`src/rtl/uart_rx.sv`:
```
// 8N1-style UART receiver: oversampled start-bit qualification, mid-bit data sampling,
// stop-bit check with single-cycle rx_valid / frame_err pulses.
module uart_rx #(
    parameter int unsigned DATA_BITS  = 8,
    parameter int unsigned OVERSAMPLE = 16
) (
    input  logic                 clk,
    input  logic                 rst_n,
    input  logic                 rx_tick,
    input  logic                 rx,
    output logic [DATA_BITS-1:0] rx_data,
    output logic                 rx_valid,
    output logic                 frame_err,
    output logic                 busy
);

    localparam int unsigned TW = $clog2(OVERSAMPLE);
    // DATA_BITS is at least 5, so BW is never narrower than 3 bits
    localparam int unsigned BW = $clog2(DATA_BITS);

    localparam logic [TW-1:0] TcntHalf = TW'(OVERSAMPLE / 2 - 1);
    localparam logic [TW-1:0] TcntLast = TW'(OVERSAMPLE - 1);
    localparam logic [BW-1:0] BcntLast = BW'(DATA_BITS - 1);

    typedef enum logic [1:0] {
        StIdle,
        StStart,
        StData,
        StStop
    } state_e;

    state_e                 state_q, state_d;
    logic [TW-1:0]          tcnt_q, tcnt_d;
    logic [BW-1:0]          bcnt_q, bcnt_d;
    logic [DATA_BITS-1:0]   shift_q, shift_d;
    logic [DATA_BITS-1:0]   data_q, data_d;
    logic                   valid_q, valid_d;
    logic                   ferr_q, ferr_d;
    logic                   rx_meta_q, rx_s_q;

    // Two-flop synchronizer; resets to the idle line level
    always_ff @(posedge clk or negedge rst_n) begin
        if (!rst_n) begin
            rx_meta_q <= 1'b1;
            rx_s_q    <= 1'b1;
        end else begin
            rx_meta_q <= rx;
            rx_s_q    <= rx_meta_q;
        end
    end

    always_ff @(posedge clk or negedge rst_n) begin
        if (!rst_n) begin
            state_q <= StIdle;
            tcnt_q  <= '0;
            bcnt_q  <= '0;
            shift_q <= '0;
            data_q  <= '0;
            valid_q <= 1'b0;
            ferr_q  <= 1'b0;
        end else begin
            state_q <= state_d;
            tcnt_q  <= tcnt_d;
            bcnt_q  <= bcnt_d;
            shift_q <= shift_d;
            data_q  <= data_d;
            valid_q <= valid_d;
            ferr_q  <= ferr_d;
        end
    end

    always_comb begin
        state_d = state_q;
        tcnt_d  = tcnt_q;
        bcnt_d  = bcnt_q;
        shift_d = shift_q;
        data_d  = data_q;
        valid_d = 1'b0;
        ferr_d  = 1'b0;

        unique case (state_q)
            StIdle: begin
                // Start edge is taken on any clock, independent of rx_tick
                if (!rx_s_q) begin
                    state_d = StStart;
                    tcnt_d  = '0;
                end
            end

            StStart: begin
                if (rx_tick) begin
                    if (tcnt_q == TcntHalf) begin
                        tcnt_d = '0;
                        if (!rx_s_q) begin
                            state_d = StData;
                            bcnt_d  = '0;
                        end else begin
                            state_d = StIdle;
                        end
                    end else begin
                        tcnt_d = tcnt_q + 1'b1;
                    end
                end
            end

            StData: begin
                if (rx_tick) begin
                    tcnt_d = tcnt_q + 1'b1;
                    if (tcnt_q == TcntLast) begin
                        shift_d = {rx_s_q, shift_q[DATA_BITS-1:1]};
                        if (bcnt_q == BcntLast) begin
                            state_d = StStop;
                            bcnt_d  = '0;
                            tcnt_d  = '0;
                        end else begin
                            bcnt_d = bcnt_q + 1'b1;
                        end
                    end
                end
            end

            StStop: begin
                if (rx_tick) begin
                    if (tcnt_q == TcntLast) begin
                        tcnt_d  = '0;
                        state_d = StIdle;
                        if (rx_s_q) begin
                            data_d  = shift_q;
                            valid_d = 1'b1;
                        end else begin
                            ferr_d = 1'b1;
                        end
                    end else begin
                        tcnt_d = tcnt_q + 1'b1;
                    end
                end
            end

            default: begin
                state_d = StIdle;
                tcnt_d  = '0;
                bcnt_d  = '0;
            end
        endcase
    end

    assign rx_data   = data_q;
    assign rx_valid  = valid_q;
    assign frame_err = ferr_q;
    assign busy      = (state_q != StIdle);

endmodule

```
`config.mk`:
```
export PLATFORM = sky130hd
export DESIGN_NAME = uart_rx
export DESIGN_NICKNAME = d
export VERILOG_FILES = /design/src/rtl/uart_rx.sv
export SDC_FILE = /design/constraint.sdc
export NUM_CORES = 1
export LEC_CHECK = 0
export BUFFER_PORTS_ARGS = -buffer_cell sky130_fd_sc_hd__buf_2
export CORE_MARGIN = 2
export CORE_UTILIZATION = 50
export CTS_CLUSTER_SIZE = 20
export DETAILED_ROUTE_END_ITERATION = 8
export HOLD_SLACK_MARGIN = 0.05
export PLACE_DENSITY = 0.78
export SLEW_MARGIN = 5
export SYNTH_ARGS = -nofsm -noshare
export SYNTH_HDL_FRONTEND = slang
export SYNTH_SLANG_ARGS = --single-unit
```
`constraint.sdc`:
```
create_clock -name clk -period 2.9 [get_ports clk]
set_input_delay 0.29 -clock clk [delete_from_list [all_inputs] [get_ports clk]]
set_output_delay 0.29 -clock clk [all_outputs]
set_load 0.05 [all_outputs]
```
# Word level (Yosys, flattened, before mapping)
# Index checks and enable logic that the tools add are counted.
[word_totals]
ff_bits = 29
inputBits = 4
output_inout_bits = 11
wordCells = 68
[classes]
addsub = 2
eq_ne = 15
n_mux = 34
reduce_logical = 8
[ops]
columns = ["operator", "n"]
rows = [
  ["$mux W4", 8],
  ["$mux W2", 9],
  ["$mux W3", 6],
  ["$ne A2 B2 Y1 const B", 9],
  ["$pmux W4 S4", 1],
  ["$mux W1", 8],
  ["$pmux W2 S4", 1],
  ["$reduce_and A4 Y1", 2],
  ["$reduce_and A8 Y1", 1],
  ["$pmux W3 S2", 1],
  ["$reduce_and A6 Y1", 1],
  ["$add A4 B1 Y4 const B", 1],
  ["$eq A2 B2 Y1 const B", 2],
  ["$eq A4 B3 Y1 const B", 1],
  ["$eq A4 B4 Y1 const B", 1],
  ["$reduce_bool A2 Y1", 2],
  ["$add A3 B1 Y3 const B", 1],
  ["$eq A3 B3 Y1 const B", 1],
  ["$reduce_and A3 Y1", 1],
  ["$eq A2 B1 Y1 const B", 1],
  ["$logic_not A2 Y1", 1],
]

# Depth between registers and ports, before layout
[logic_depth]
word_depth = 5
ltp_mapped = 6
mapped_depth_nobuf = 6

# Worst setup path before layout
# Ideal clock, no wire load.
[synth_path]
kind = "register -> register"
startpoint = "register tcnt_q[0]"
endpoint = "register shift_q[0]"
setup_time_ns = 0.125
arrival_ns = 1.506
required_ns = 2.775
path_slack_ns = 1.269
path_stages_with_launch = 6
n_path_buf = 1
synth_period_minus_slack_ns = 1.631
path_cell_list = "dfrtp_1 ha_1 nand4_2 nor3b_2 buf_6 mux2_2"
[synth_via]
elab_chain_cells = 2
[synth_lines]
columns = ["element", "line_no", "rtl"]
rows = [
  ["start, declared", "33", "logic [TW-1:0] tcnt_q, tcnt_d;"],
  ["start signal, assigned", "63", "tcnt_q <= tcnt_d;"],
  ["$eq A4 B4 Y1", "109", "if (tcnt_q == TcntLast) begin"],
  ["$reduce_and A3 Y1 (no source line)", "--", ""],
  ["end signal, assigned", "65", "shift_q <= shift_d;"],
  ["end, declared", "35", "logic [DATA_BITS-1:0] shift_q, shift_d;"],
]
# Every way passes these cells.
# A chain may end at the register's enable or synchronous reset.

# Worst setup path after layout
[layout_path]
startpoint = "register state_q[0]"
endpoint = "output busy"
[layout_via]
elab_chain_cells = 1
[layout_lines]
columns = ["element", "line_no", "rtl"]
rows = [
  ["start, declared", "32", "state_e state_q, state_d;"],
  ["start signal, assigned", "54", "state_q <= StIdle;"],
  ["start signal, assigned", "62", "state_q <= state_d;"],
  ["$reduce_bool A2 Y1", "150", "assign busy = (state_q != StIdle);"],
  ["end, declared", "14", "output logic busy"],
]
# Every way passes these cells.

==> results by group <==
GRT
  • Vias in the first global route: 790
  • Gr usage total: 0.173
  • First-pass GRT wire length: 3530 microns
  • Largest net degree at the start of global routing: 30
  • Initial antenna violation count: 0
  • GRT overflow: 0

Finish
  • # diodes: 0
  • Post-route design area: roughly 1500 sq um
  • Fraction of layout cells with a size suffix above 1: 0.357
  • Nets: ~130
  • Layout area overhead: 13.2%

Drt
  • Via Count: 838
  • Post-route ant nets: 0
  • DRT Pass-1 Iters: 4
  • Wire per inst: 13.3 microns
  • DRC Markers: 0
  • Final WL: 2070 microns
  • 1st-iter DRT viols: 17
  • Via density per instance: approximately 5.4

Synth
  • Synth area leaders: dfrtp_1 (52%), mux2_2 (14%), dfstp_2 (4.1%), ha_1 (2.9%), nor2_1 (2.9%)
  • Yosys warning total: 0
  • Synth unique cells: 27
  • Mean Syn Cell Area: 12.2 sq um
  • Area leader, netlist: dfrtp_1
  • FF+latch count, synth: 29
  • Synth Instances: 106
  • Post-Syn Area: roughly 1300 sq um
  • Sequential share of the synthesized area: 0.563
  • Net count after synthesis: 113
  • Synth top area share: 0.522

Pwr
  • Sw power: roughly 0.30 mW
  • VDD IR max: 0.467 mV
  • Power Internal: 0.720 mW
  • Leak: 0.768 nW
  • Clock share of power: 0.333
  • Logic pwr share: 0.171
  • Pwr dens: 696 nW/um^2
  • Flop pwr share: 0.496
  • Sw Share: 0.294

Run status
  • Outcome: completed

Worst hold path
  • Hold WC Path Type: in2reg

Floorplanning
  • Cell row count: 18
  • Io pins: 15
  • Initial Utilization: 0.527
  • Chip width: 54.9 microns
  • Die height: 54.9 microns
  • Area of the die: 3010 sq um
  • CORE AREA: 2450 sq um

Worst setup path
  • CP Launch Type: flip-flop
  • CP arrival: approximately 1.5 ns
  • CP required: 2.61 ns
  • Critical path fanouts, max: 8
  • WP buf/inv: 2
  • CP Class: reg2out
  • Top delay family on crit path: flip-flops
  • Slowest cell delay on critical path: 0.48 ns
  • Worst Setup End Kind: output port
  • Critical-path top delay cell: dfrtp_1
  • Critical path cell sequence: nor2_1, inv_1, buf_2

CTS
  • Clock buffer depth: 2
  • Reg clk slew, reported paths: 0.09 ns
  • Post-CTS setup buffer count: 0
  • Worst-skew pair later-pin latency: 0.32 ns
  • CTS HTree Levels: 2
  • Inserted Clock Buffers: 5
  • # clock sinks: 29
  • CTS tree: done
  • Root Buffer: clkbuf_4

Timing
  • Setup Viol. Count Final: 0
  • Setup WS post-layout: 1.12 ns
  • Fmax: 0.563 GHz
  • Fin. max-slew vios: 0
  • Tcrit/Tclk final: 0.613
  • RSZ-0062 raised after global routing: false
  • Worst rel slew slack: 0.595
  • Final hold slack: 0.304 ns
  • Final hold vios: 0
  • Worst Max-Slew Pin Slew: a little over 0.6 ns
  • TNS Setup: 0 ns
  • Final Critical Period: 1.78 ns
  • Clk_skew: approximately 0.0073 ns

Placed design
  • DP HPWL: 1430 microns
  • Post-Place Cell Area: 1360 sq um
  • Pre-CTS setup slack: 1.19 ns
  • Gpl congestion: 0.841
  • Port buffer count: 14

Flow run
  • Max-cap violation count: 0
routing by layer:
metal | vias to the layer above | global-route usage | routed length (microns)
li1 | 409 | - | -
met1 | 406 | 0.205 | 947
met2 | 18 | 0.274 | 1010
met3 | 5 | 0.0546 | 79
met4 | 0 | 0.100 | 29
met5 | - | 0 | 0
placed cells by master (no fill, tap or decap), types with 3 or more instances in the layout:
| cell type | synthesis | routed |
|---|---|---|
| dfrtp_1 | 27 | 27 |
| ha_1 | 3 | 3 |
| buf_2 | 0 | 14 |
| inv_1 | 4 | 4 |
| mux2_2 | 16 | 16 |
| clkbuf_4 | 0 | 5 |
| nand2_1 | 6 | 6 |
| nor2_1 | 10 | 10 |
| nand3_1 | 3 | 3 |
| mux2i_1 | 3 | 3 |
| a21oi_1 | 7 | 7 |
| o21ai_0 | 4 | 4 |
final timing paths:
check / start / end / slack [ns] / depth (start not counted)
max: state_q[0] / busy / 1.12 / 3
min: rx_tick / frame_err / 0.30 / 3
max reg2reg: tcnt_q[0] / shift_q[6] / 1.19 / 5
min reg2reg: rx_meta_q / rx_s_q / 0.36 / 0
max in group asynchronous: rst_n / shift_q[6] / 1.99 / 2
min in group asynchronous: rst_n / tcnt_q[3] / 0.51 / 2
cell usage after synthesis:
master / n
ha_1: 3
a21o_1: 1
nor2b_1: 1
a22o_1: 2
nor3_1: 1
a21oi_1: 7
buf_4: 2
mux2_2: 16
o211ai_1: 1
inv_1: 4
buf_6: 3
o21a_1: 1
dfrtp_1: 27
nor2_1: 10
nand4_1: 2
and3_2: 1
nand2_2: 1
nand4_2: 1
mux2i_1: 3
dfstp_2: 2
or2_2: 1
o21ai_0: 4
nor4b_1: 1
nand3_1: 3
nor4_1: 1
nand2_1: 6
nor3b_2: 1
power groups by stage:
stage / registers [mW] / clock network [mW] / logic, mW
finish: 0.506 / 0.339 / 0.175
global route: 0.513 / 0.367 / 0.202
CTS: 0.504 / 0.347 / 0.177
detailed placement: 0.512 / 0 / 0.175
global placement: 0.508 / 0 / 0.167
floorplan: 0.482 / 0 / 0.172
area by class of cell:
class                           count  area [sq um]
Timing Repair Buffer               17          97.6
Tap cell                           30          37.5
Clock inverter                      1          30.0
Fill cell                         201           990
Inverter                            4          15.0
Clock buffer                        7          55.1
Sequential cell                    29           728
Multi-Input combinational cell     68           502
through the flow:
step / std cells / power (mW) / utilization
2_1_floorplan: 106 / 0.653 / -
3_3_place_gp: 146 / 0.675 / 0.554
3_5_place_dp: 146 / 0.687 / 0.554
4_1_cts: 155 / 1.03 / 0.593
5_1_grt: 156 / 1.08 / 0.597
6_report: 156 / 1.02 / 0.597
state kept, by name, summed over array words and instances, names as in the netlist, named ones only:
signal	cells
bcnt_q	3
frame_err	1
rx_data	8
rx_meta_q	1
rx_s_q	1
rx_valid	1
shift_q	8
state_q	1
tcnt_q	4
worst min-delay path, cell delays in order:
cell     delay, ns
buf_2         0.16
nand2_1       0.09
nor3_1        0.05
kinds of logic (layout without fill, tap and decap cells):
| family | count (synthesis) | count (layout) | synth area share |
|---|---|---|---|
| adder cells (fa/ha/maj) | 3 | 3 | 0.0290 |
| multiplexers | 19 | 19 | 0.162 |
| AO/OA/AOI/OAI | 16 | 16 | 0.0735 |
| buffers and inverters | 9 | 29 | 0.0493 |
| AND/OR/NAND/NOR | 30 | 30 | 0.123 |
| flip-flops | 29 | 29 | 0.563 |
repair_timing:
action                    CTS  global route
hold buffers                1             1
hold endpoints to repair   27             1
gates resized for setup     0             0
(Power assumes the default switching activity.)
